[src/rtl/dsp_pkg.sv]
// Shared DSP definitions for the integrator / comb chain.
package dsp_pkg;

    // Default sample width for the chain.
    localparam int DSP_W = 32;

    // Reset value of every integrator and comb delay entry; keeping them equal
    // makes the first comb difference after reset zero for a quiescent chain.
    localparam logic [31:0] DSP_INIT = 32'h4001_0000;

    // Bits needed to count 0..n-1, never less than one so that degenerate
    // sizes (n == 1) still get a legal vector.
    function automatic int clog2(input int n);
        int r;
        r = 1;
        for (int i = 1; i < 31; i++) begin
            if ((1 << i) < n) r = i + 1;
        end
        return r;
    endfunction

endpackage

[src/rtl/comb_delay_line.sv]
// M-deep circular delay line for the comb stage. rdata is the oldest entry
// (the one at the write pointer), so a write on the same edge replaces it.
module comb_delay_line
    import dsp_pkg::*;
#(
    parameter int             W    = DSP_W,
    parameter int             M    = 1,
    parameter logic [W-1:0]   INIT = W'(DSP_INIT)
) (
    input  logic         clk,
    input  logic         rst,
    input  logic         clr,
    input  logic         we,
    input  logic [W-1:0] wdata,
    output logic [W-1:0] rdata
);

    generate
        if (M == 1) begin : g_single
            logic [W-1:0] dl;

            // Single-entry line: the pointer never moves.
            always_ff @(posedge clk or negedge rst) begin
                if (!rst)       dl <= INIT;
                else if (clr)   dl <= INIT;
                else if (we)    dl <= wdata;
            end

            assign rdata = dl;
        end else begin : g_ring
            localparam int PW = clog2(M);

            logic [W-1:0]  dl [M];
            logic [PW-1:0] ptr;

            // Ring write with wrap at M-1; every entry preloads to INIT.
            always_ff @(posedge clk or negedge rst) begin
                if (!rst) begin
                    for (int i = 0; i < M; i++) dl[i] <= INIT;
                    ptr <= '0;
                end else if (clr) begin
                    for (int i = 0; i < M; i++) dl[i] <= INIT;
                    ptr <= '0;
                end else if (we) begin
                    dl[ptr] <= wdata;
                    ptr     <= (ptr == PW'(M - 1)) ? '0 : ptr + 1'b1;
                end
            end

            assign rdata = dl[ptr];
        end
    endgenerate

endmodule

[src/rtl/delay_differentiator.sv]
// Comb stage: y = x[k] - x[k-M] on every R-th accepted sample, with a
// single registered output behind a valid/ready handshake.
module delay_differentiator
    import dsp_pkg::*;
#(
    parameter int             W    = DSP_W,
    parameter int             M    = 1,
    parameter int             R    = 1,
    parameter logic [W-1:0]   INIT = W'(DSP_INIT)
) (
    input  logic         clk,
    input  logic         rst,
    input  logic         clr,
    input  logic [W-1:0] in_data,
    input  logic         in_valid,
    output logic         in_ready,
    output logic [W-1:0] out_data,
    output logic         out_valid,
    input  logic         out_ready,
    output logic         primed
);

    localparam int DW  = clog2(R);
    localparam int PCW = clog2(M + 1);

    logic [DW-1:0]  dcnt;
    logic [PCW-1:0] pcnt;
    logic [W-1:0]   dl_rdata;
    logic           accept;
    logic           keep;

    // A pending result blocks the input unless it leaves this cycle, which
    // also freezes every counter while the output is stalled.
    assign in_ready = !out_valid || out_ready;
    assign accept   = in_valid && in_ready;
    assign keep     = accept && (dcnt == DW'(R - 1));
    assign primed   = (pcnt == PCW'(M));

    comb_delay_line #(
        .W    (W),
        .M    (M),
        .INIT (INIT)
    ) u_dl (
        .clk   (clk),
        .rst   (rst),
        .clr   (clr),
        .we    (keep),
        .wdata (in_data),
        .rdata (dl_rdata)
    );

    // Decimation phase and saturating history count.
    always_ff @(posedge clk or negedge rst) begin
        if (!rst) begin
            dcnt <= '0;
            pcnt <= '0;
        end else if (clr) begin
            dcnt <= '0;
            pcnt <= '0;
        end else if (accept) begin
            if (keep) begin
                dcnt <= '0;
                if (!primed) pcnt <= pcnt + 1'b1;
            end else begin
                dcnt <= dcnt + 1'b1;
            end
        end
    end

    // Output register: a keep loads a new difference even in the cycle the
    // previous one transfers, so back-to-back results need no bubble.
    always_ff @(posedge clk or negedge rst) begin
        if (!rst) begin
            out_data  <= '0;
            out_valid <= 1'b0;
        end else if (clr) begin
            out_data  <= '0;
            out_valid <= 1'b0;
        end else if (keep) begin
            out_data  <= in_data - dl_rdata;
            out_valid <= 1'b1;
        end else if (out_valid && out_ready) begin
            out_valid <= 1'b0;
        end
    end

endmodule
[config.mk]
export PLATFORM = sky130hd
export DESIGN_NAME = delay_differentiator
export DESIGN_NICKNAME = d
export VERILOG_FILES = /design/src/rtl/dsp_pkg.sv /design/src/rtl/comb_delay_line.sv /design/src/rtl/delay_differentiator.sv
export SDC_FILE = /design/constraint.sdc
export NUM_CORES = 1
export LEC_CHECK = 0
export BUFFER_PORTS_ARGS = -buffer_cell sky130_fd_sc_hd__buf_2
export CAP_MARGIN = 20
export CORE_MARGIN = 5
export CORE_UTILIZATION = 40
export CTS_BUF_LIST = sky130_fd_sc_hd__clkbuf_4
export DETAILED_ROUTE_END_ITERATION = 10
export GPL_ROUTABILITY_DRIVEN = 0
export HOLD_SLACK_MARGIN = 0.06
export SLEW_MARGIN = 20
export SYNTH_ARGS = -nofsm -noshare
export SYNTH_HDL_FRONTEND = slang
export SYNTH_SLANG_ARGS = --single-unit
[constraint.sdc]
create_clock -name clk -period 2.5 [get_ports clk]
set_input_delay 0.5 -clock clk [delete_from_list [all_inputs] [get_ports clk]]
set_output_delay 0.5 -clock clk [all_outputs]
set_load 0.05 [all_outputs]
== Word-level counts from Yosys, hierarchy flattened ==
Index checks and enable logic that the tools add are counted.
Operators by class
  reduce and logical (&&, ||, !) cells: 9
  shift-type cells: 0
  multiplexer cells: 14
  equality and inequality tests: 0
  multiply operators: 0
  add/sub/neg operators: 3
  $lt $le $gt $ge: 0
  divide/modulo/power cells: 0
  bitwise gates (word level): 1
Operator list (number)
  $mux W32: 4
  $sub A32 B32 Y32: 1
  $mux W1: 10
  $reduce_bool A2 Y1: 2
  $logic_and A1 B1 Y1: 3
  $reduce_bool A3 Y1: 1
  $add A1 B1 Y1 const B: 2
  $reduce_and A2 Y1: 1
  $logic_not A1 Y1: 1
  $logic_or A1 B1 Y1: 1
  $not A1 Y1: 1
Word-level totals
  latch bits: 0
  bits in registers: 67
  bits in writable memories: 0
  bits in read-only memories: 0
  memories: 0
  input port bits: 37
  word-level logic and storage cells: 32
  output and inout port bits: 35

== Logic depth before layout (Yosys ltp) ==
Gate-level depths: netlist of run 1.
  depth in word-level cells: 7
  depth in mapped cells: 11
  mapped depth without buffers: 11

== Cells and area by module ==
A second synthesis of run 1 with hierarchy kept.
Second synthesis, totals
  cells, all modules: 561
  area total of the unflattened synthesis: 4838.4 µm²
By module, submodules not included
  delay_differentiator: instances 1, sequential area each 875.8 µm², area each 3509.6 µm², cells each 458
  comb_delay_line: instances 1, sequential area each 803.3 µm², area each 1328.8 µm², cells each 103

== Worst setup path before layout of run 1 ==
OpenSTA, ideal clock, no wires.
  path type: register -> register
  start point: reg out_valid
  end point: reg out_data[29]
  path buffers: 1
  cell stages (with the launch flop): 7
  library setup time: 0.069 ns
  data arrival time: 2.482 ns
  setup slack: -0.051 ns
  data required time: 2.431 ns
  clock period less this slack: 2.551 ns
  path through: dfrtp_1 > nand2b_1 > nand2_1 > or3_2 > clkdlybuf4s15_1 > or4_1 > nand3_1
Between the ends
  word-level cells in the longest chain between the ends: 5
Ends and longest elaborated chain
  start: declaration: line delay_differentiator.sv:18  | output logic out_valid,
  start signal: assignment: line delay_differentiator.sv:75  | out_valid <= 1'b0;
  start signal: assignment: line delay_differentiator.sv:78  | out_valid <= 1'b0;
  start signal: assignment: line delay_differentiator.sv:81  | out_valid <= 1'b1;
  $logic_not A1 Y1: line delay_differentiator.sv:34  | assign in_ready = !out_valid || out_ready;
  $logic_or A1 B1 Y1: line delay_differentiator.sv:34
  via in_ready: line delay_differentiator.sv:16  | output logic in_ready,
  $logic_and A1 B1 Y1: line delay_differentiator.sv:35  | assign accept = in_valid && in_ready;
  $logic_and A1 B1 Y1: line delay_differentiator.sv:36  | assign keep = accept && (dcnt == DW'(R - 1));
  $reduce_bool A2 Y1 (no source line)
  end signal: assignment: line delay_differentiator.sv:80  | out_data <= in_data - dl_rdata;
  end: declaration: line delay_differentiator.sv:17  | output logic [W-1:0] out_data,
The timed path passes the listed nets, and every way through them passes these cells.
A chain may end at the register's enable or synchronous reset.

== Final worst setup path of run 1 ==
  start point: reg u_dl.g_single.dl[17], in the netlist u_dl.rdata[17]
  end point: reg out_data[23]
Between the ends
  word-level cells in the longest chain between the ends: 3
Ends and longest elaborated chain
  start: declaration: line comb_delay_line.sv:20  | logic [W-1:0] dl;
  start signal: assignment: line comb_delay_line.sv:26  | else if (we) dl <= wdata;
  $sub A32 B32 Y32: line delay_differentiator.sv:80
  $mux W32: line delay_differentiator.sv:79  | end else if (keep) begin
  $mux W32: line delay_differentiator.sv:76  | end else if (clr) begin
No other way between the ends. The select of a mux whose other input is x is not followed.

==> impl_metrics.py, run 1 <==
metrics = {
    "route": {
        "first_pass_iters": 4,
        "drtAntennaViolNets": 0,
        "num_vias": 4298,
        "first_iter_violations": 242,
        "wl_per_cell_um": 15.3,
        "viasPerCell": 5.20,
        "remaining_drc_errors": 0,
        "routed_wl_um": 12600,
    },
    "critical_path": {
        "crit_path_start_kind": "flop",
        "critPathSlowestCell": "dfrtp_1",
        "reg2reg_slack_ps": 90,
        "worstPathRequired_ps": 2890,
        "crit_fanout": 5,
        "crit_path_end_kind": "flop",
        "crit_type": "flop to flop",
        "critical_path_arrival_ps": 2800,
        "cp_cell_sequence": "inv_1 -> ha_1 -> and3_1 -> and2b_2 -> and3_1 -> a211oi_2 -> nand2_1 -> buf_4 -> buf_4 -> xnor2_1 -> o21ai_0",
        "cp_slowest_stage_delay_ps": 370,
    },
    "global_routing": {
        "antenna_found_initial": 0,
        "grt_pass1_vias": 4319,
        "grt_max_degree": 68,
        "grt_remaining_overflow": 0,
        "grt_usage": 0.198,
        "grt_pass1_wl_um": 21200,
    },
    "yosys": {
        "syn_inst": 556,
        "syn-num-nets": 626,
        "synth.distinct_cells": 60,
        "syn_avg_cell_area_um2": 8.13,
        "synth_commonest_cells": "119 x nand2_1, 81 x a21oi_1, 65 x dfrtp_1",
        "synth_area_leaders": "dfrtp_1 36%, nand2_1 9.9%, a21oi_1 9.0%, ha_1 8.9%, inv_1 3.2%",
        "ys_async_sr_fraction": 1.00,
        "ys_seq_elements": 67,
        "netlist_area_mm2": 0.00452,
        "ys_seq_area_frac": 0.371,
        "synth_top_area_frac": 0.360,
        "ys_warn_count": 0,
        "yosysTopAreaCell": "dfrtp_1",
        "synth-edff-count": 0,
        "ys.flop_type": "dfrtp_1",
        "synthMostInstantiatedCell": "nand2_1",
    },
    "sta": {
        "fmax_ghz": 0.415,
        "maxSlewViolCount": 0,
        "fin_crit_ps": 2410,
        "setup_violations": 0,
        "clock_skew_ps": 21.4,
        "worst_pin_slew_ps": 597,
        "hold_viol": 0,
        "worst_slack_ps": 88.8,
        "relSlewSlack": 0.602,
        "min_period_over_period": 0.964,
    },
    "place": {
        "placed_cell_area_mm2": 0.00543,
        "io_buffers": 71,
        "post-place-cells": 805,
        "place.detailed.hpwl_um": 9250,
        "pre_cts_ws_ps": -309,
    },
    "outcome": {
        "status": "completed",
    },
    "cts": {
        "cts_tree": "built",
        "cts_root_buf": "clkbuf_4",
        "cts_max_level": 3,
        "clkTransAtPathRegs_ps": 130,
        "cts_buffer_depth": 2,
        "clock_sinks": 67,
        "clk_latency_ps": 470,
        "cts_buffers": 9,
    },
    "power_and_ir_drop": {
        "ir_worst_vdd_v": 0.000350,
        "finalPower_mw": 3.46,
        "power.density_mw_per_mm2": 590,
        "p_leak_nw": 2.83,
    },
    "layout": {
        "nFillCells": 1050,
        "final_core_util": 0.533,
        "diodes": 0,
        "synthToLayoutAreaGrowth_pct": 29.5,
        "final_nets": 751,
        "final_cells": 826,
        "drive_gt1_frac": 0.290,
        "stdcell_area_mm2": 0.00586,
    },
    "flow_run": {
        "max_cap_viol_count": 0,
    },
    "min_path": {
        "hold_class": "input pin to flop",
    },
    "die": {
        "start_util": 0.412,
        "core-area_mm2": 0.0110,
        "die_y_um": 116,
        "die_w_um": 116,
        "num_rows": 38,
        "ioPinCount": 72,
        "die-area_mm2": 0.0135,
    },
}
[sequential cells by signal, indices dropped and copies added (netlist names)]
register	cells
dcnt	1
u_dl.rdata	32
out_data	32
out_valid	1
primed	1
[path summary, 6_finish.rpt]
check                      cells after the start            from              to
setup / recovery                              11  u_dl.rdata[17]    out_data[23]
hold / removal                                 3      in_data[5]   u_dl.rdata[5]
setup reg to reg                              11  u_dl.rdata[17]    out_data[23]
hold reg to reg                                2    out_data[23]    out_data[23]
max in group asynchronous                      3             rst  u_dl.rdata[30]
min in group asynchronous                      3             rst  u_dl.rdata[18]
[worst max-delay path, delay by kind of cell, from the launching register on]
family                     cells  cell delay, ps
AOI/OAI and AO/OA              2             380
xor gates and xnor gates       1             110
adders and majority gates      1             350
buffers and inverters          3             320
DFF                            1             370
and+or+nand+nor                4             800
[cell usage in the layout, fill, tap and decap left out, types with 6 or more instances in the layout]
master    Yosys  layout
a21o_1       12      12
a21oi_1      81      74
a21oi_2       0       6
a31oi_1       6       6
buf_2         0      71
buf_4         2      68
clkbuf_4      0      10
dfrtp_1      65      65
ha_1         32      24
ha_4          0       6
inv_1        38      38
nand2_1     119     118
nand2b_1      8       6
nand3_1      12      11
nor2_1       26      25
o21ai_0      25      21
xnor2_1      11      11
xor2_1       12      11
[what timing repair did]
| item | CTS | global route |
|---|---|---|
| pin swaps | 3 | 15 |
| endpoints found under the hold margin | 65 | 0 |
| setup buffers | 1 | 3 |
| gates resized for setup | 2 | 41 |
| endpoints found under the setup margin | 5 | 21 |
| hold buffers | 1 | 0 |
[report_power, final]
group / switching (mW) / leakage (nW) / total (mW) / internal [mW]
clock network: 0.438 / 0.0978 / 0.948 / 0.511
registers: 0.0485 / 0.890 / 1.22 / 1.17
logic: 0.779 / 1.84 / 1.29 / 0.508
[per-stage QoR]
stage               hold WS, ps  setup TNS [ps]
detailed placement          473           -4070
CTS                         228               0
global placement            464           -2640
global route                238           -3.04
floorplan                   204               0
finish                      268               0
[layout make-up]
class / count / area [µm²] / area share
inverter: 38 / 143 / 0.0244
multi-input combinational: 423 / 2770 / 0.472
tap: 140 / 175 / 0.0299
clock inverter: 6 / 104 / 0.0177
clock buffer: 10 / 75.1 / 0.0128
sequential: 67 / 1680 / 0.287
timing repair buffer: 142 / 916 / 0.156
[cells by family (layout without fill, tap and decap cells)]
kind of cell / after synthesis / count (layout) / synth area share
simple gates: 206 / 206 / 0.205
compound gates: 160 / 160 / 0.218
flops: 67 / 67 / 0.371
buf+inv: 66 / 196 / 0.0656
fa+ha+maj: 33 / 33 / 0.0930
xor+xnor: 23 / 23 / 0.0445
mux: 1 / 1 / 0.00221
[layer usage]
layer	up-vias	share of wire	wire length [µm]	global-route usage
met3	15	0.046	587	0.0383
met2	87	0.46	5870	0.309
li1	2157	-	-	-
met4	0	0.019	235	0.0773
met1	2039	0.47	5950	0.273
met5	-	0	0	0
Note: power is estimated with default switching activity, not from simulation.
==> run 2, diff against run 1 <==
--- a/config.mk
+++ b/config.mk
@@ -13,6 +13,7 @@
 export DETAILED_ROUTE_END_ITERATION = 10
 export GPL_ROUTABILITY_DRIVEN = 0
 export HOLD_SLACK_MARGIN = 0.06
+export PLACE_DENSITY = 0.66
 export SLEW_MARGIN = 20
 export SYNTH_ARGS = -nofsm -noshare
 export SYNTH_HDL_FRONTEND = slang
==> impl_metrics.py, run 2 (same netlist as run 1, synthesis figures left out) <==
metrics = {
    "outcome": {
        "status": "completed",
    },
    "sta": {
        "fin_tns_setup_ps": 0,
        "fin_hold_ws_ps": 290,
        "worst_slack_ps": 1.90,
        "rsz0062_at_grt": "yes",
        "min_period_over_period": 0.999,
        "fmax_ghz": 0.400,
        "worst_pin_slew_ps": 512,
        "maxSlewViolCount": 0,
        "relSlewSlack": 0.657,
        "hold_viol": 0,
        "fin_crit_ps": 2500,
        "setup_violations": 0,
        "clock_skew_ps": 17.1,
    },
    "global_routing": {
        "grt_remaining_overflow": 0,
        "grt_pass1_wl_um": 20200,
        "antenna_found_initial": 1,
        "grt_max_degree": 48,
        "grt_pass1_vias": 4264,
        "grt_usage": 0.185,
    },
    "layout": {
        "synthToLayoutAreaGrowth_pct": 27.2,
        "final_cells": 823,
        "final_nets": 747,
        "seq_area_mm2": 0.00168,
        "layout_commonest_cell": "nand2_1",
        "multiInputGateArea_mm2": 0.00271,
        "drive_gt1_frac": 0.274,
        "nFillCells": 1017,
        "final_cell_mix": "118 x nand2_1, 74 x a21oi_1, 71 x buf_2, 66 x buf_4, 65 x dfrtp_1",
    },
    "cts": {
        "clkTransAtPathRegs_ps": 130,
        "cts_buffer_depth": 2,
        "cts_tree": "built",
        "clock_sinks": 67,
        "clk_latency_ps": 440,
        "cts_max_level": 3,
        "cts_buffers": 9,
        "cts_root_buf": "clkbuf_4",
    },
    "die": {
        "die_w_um": 116,
        "core-area_mm2": 0.0110,
        "die-area_mm2": 0.0135,
        "start_util": 0.412,
        "die_y_um": 116,
        "ioPinCount": 72,
        "num_rows": 38,
    },
    "power_and_ir_drop": {
        "ir_worst_vdd_v": 0.000269,
        "power.density_mw_per_mm2": 590,
        "p_leak_nw": 2.77,
    },
    "min_path": {
        "worstHoldPathCells": 2,
        "hold_class": "input pin to flop",
        "hold_start": "in_data[30]",
        "holdPathEnd": "u_dl.rdata[30]",
    },
    "flow_run": {
        "max_cap_viol_count": 0,
    },
    "critical_path": {
        "crit_fanout": 4,
        "reg2reg_slack_ps": 2,
        "rr_worst_depth": 10,
        "worstPathRequired_ps": 2860,
        "crit_path_start_kind": "flop",
        "rr_endpoint": "out_data[29]",
        "critical_path_arrival_ps": 2860,
        "crit_type": "flop to flop",
        "rr_startpoint": "u_dl.rdata[0]",
        "crit_path_end_kind": "flop",
    },
    "route": {
        "num_vias": 4344,
        "remaining_drc_errors": 0,
        "viasPerCell": 5.28,
        "wl_per_cell_um": 14.6,
        "drtAntennaViolNets": 0,
        "first_iter_violations": 264,
        "first_pass_iters": 5,
        "routed_wl_um": 12100,
    },
    "place": {
        "pre_cts_ws_ps": -245,
        "post-place-cells": 801,
        "place.detailed.hpwl_um": 9140,
        "io_buffers": 71,
    },
}
-- run 2: how the worst max path moves through the flow --
stage / slack [ps] / endpoint / cells after the start / from
global route: -100 / out_data[29] / 10 / u_dl.rdata[0]
global placement: -180 / out_data[28] / 12 / in_data[0]
detailed placement: -250 / out_data[12] / 13 / in_data[0]
CTS: 7 / out_data[24] / 10 / u_dl.rdata[4]
finish: 2 / out_data[29] / 10 / u_dl.rdata[0]
floorplan: 20 / out_data[28] / 11 / in_data[0]
-- run 2: critical path, cell delays in order, from the launching register on --
cell and delay, ps:
dfrtp_1 400, buf_4 140, ha_1 210, nor2b_4 160, o2111ai_4 160, nand2_4 110
a41oi_4 110, o41ai_4 460, nand2_1 120, or4_1 470, nand3_1 100
-- run 2: routing by layer --
metal	up-vias	wire length, µm	GRT usage
met5	-	0	0
met4	0	309	0.0735
met3	23	663	0.0368
met2	122	5660	0.293
met1	2047	5420	0.249
li1	2152	-	-
-- run 2: what timing repair did --
action                                 in CTS  in global routing
setup endpoints to repair                   2                 20
buffers inserted                            0                  5
endpoints found under the hold margin      11                  0
pin swaps                                   2                 11
gates resized for setup                     0                 30
hold buffers                                1                  0
gates cloned                                0                  0
-- run 2: layout make-up --
class                   instances  share of cell area
clock inverters                 7              0.0200
flip-flops and latches         67               0.292
diodes                          1            0.000435
well taps                     140              0.0305
inverters                      38              0.0248
multi-input cells             423               0.471
repair buffers                138               0.150
clock buffers                   9              0.0117
-- run 2: stage by stage --
| stage | total power [mW] | instance area, µm² | utilization |
|---|---|---|---|
| after CTS | 3.36 | 5570 | 0.507 |
| after detailed placement | 2.42 | 5380 | 0.490 |
| after floorplan | 2.03 | 4530 | - |
| final | 3.40 | 5750 | 0.524 |
| after global routing | 3.60 | 5750 | 0.524 |
| after global placement | 2.40 | 5380 | 0.490 |
-- run 2: power breakdown --
part / internal [mW] / switching (mW)
sequential: 1.17 / 0.0485
combinational: 0.477 / 0.764
clock: 0.505 / 0.430
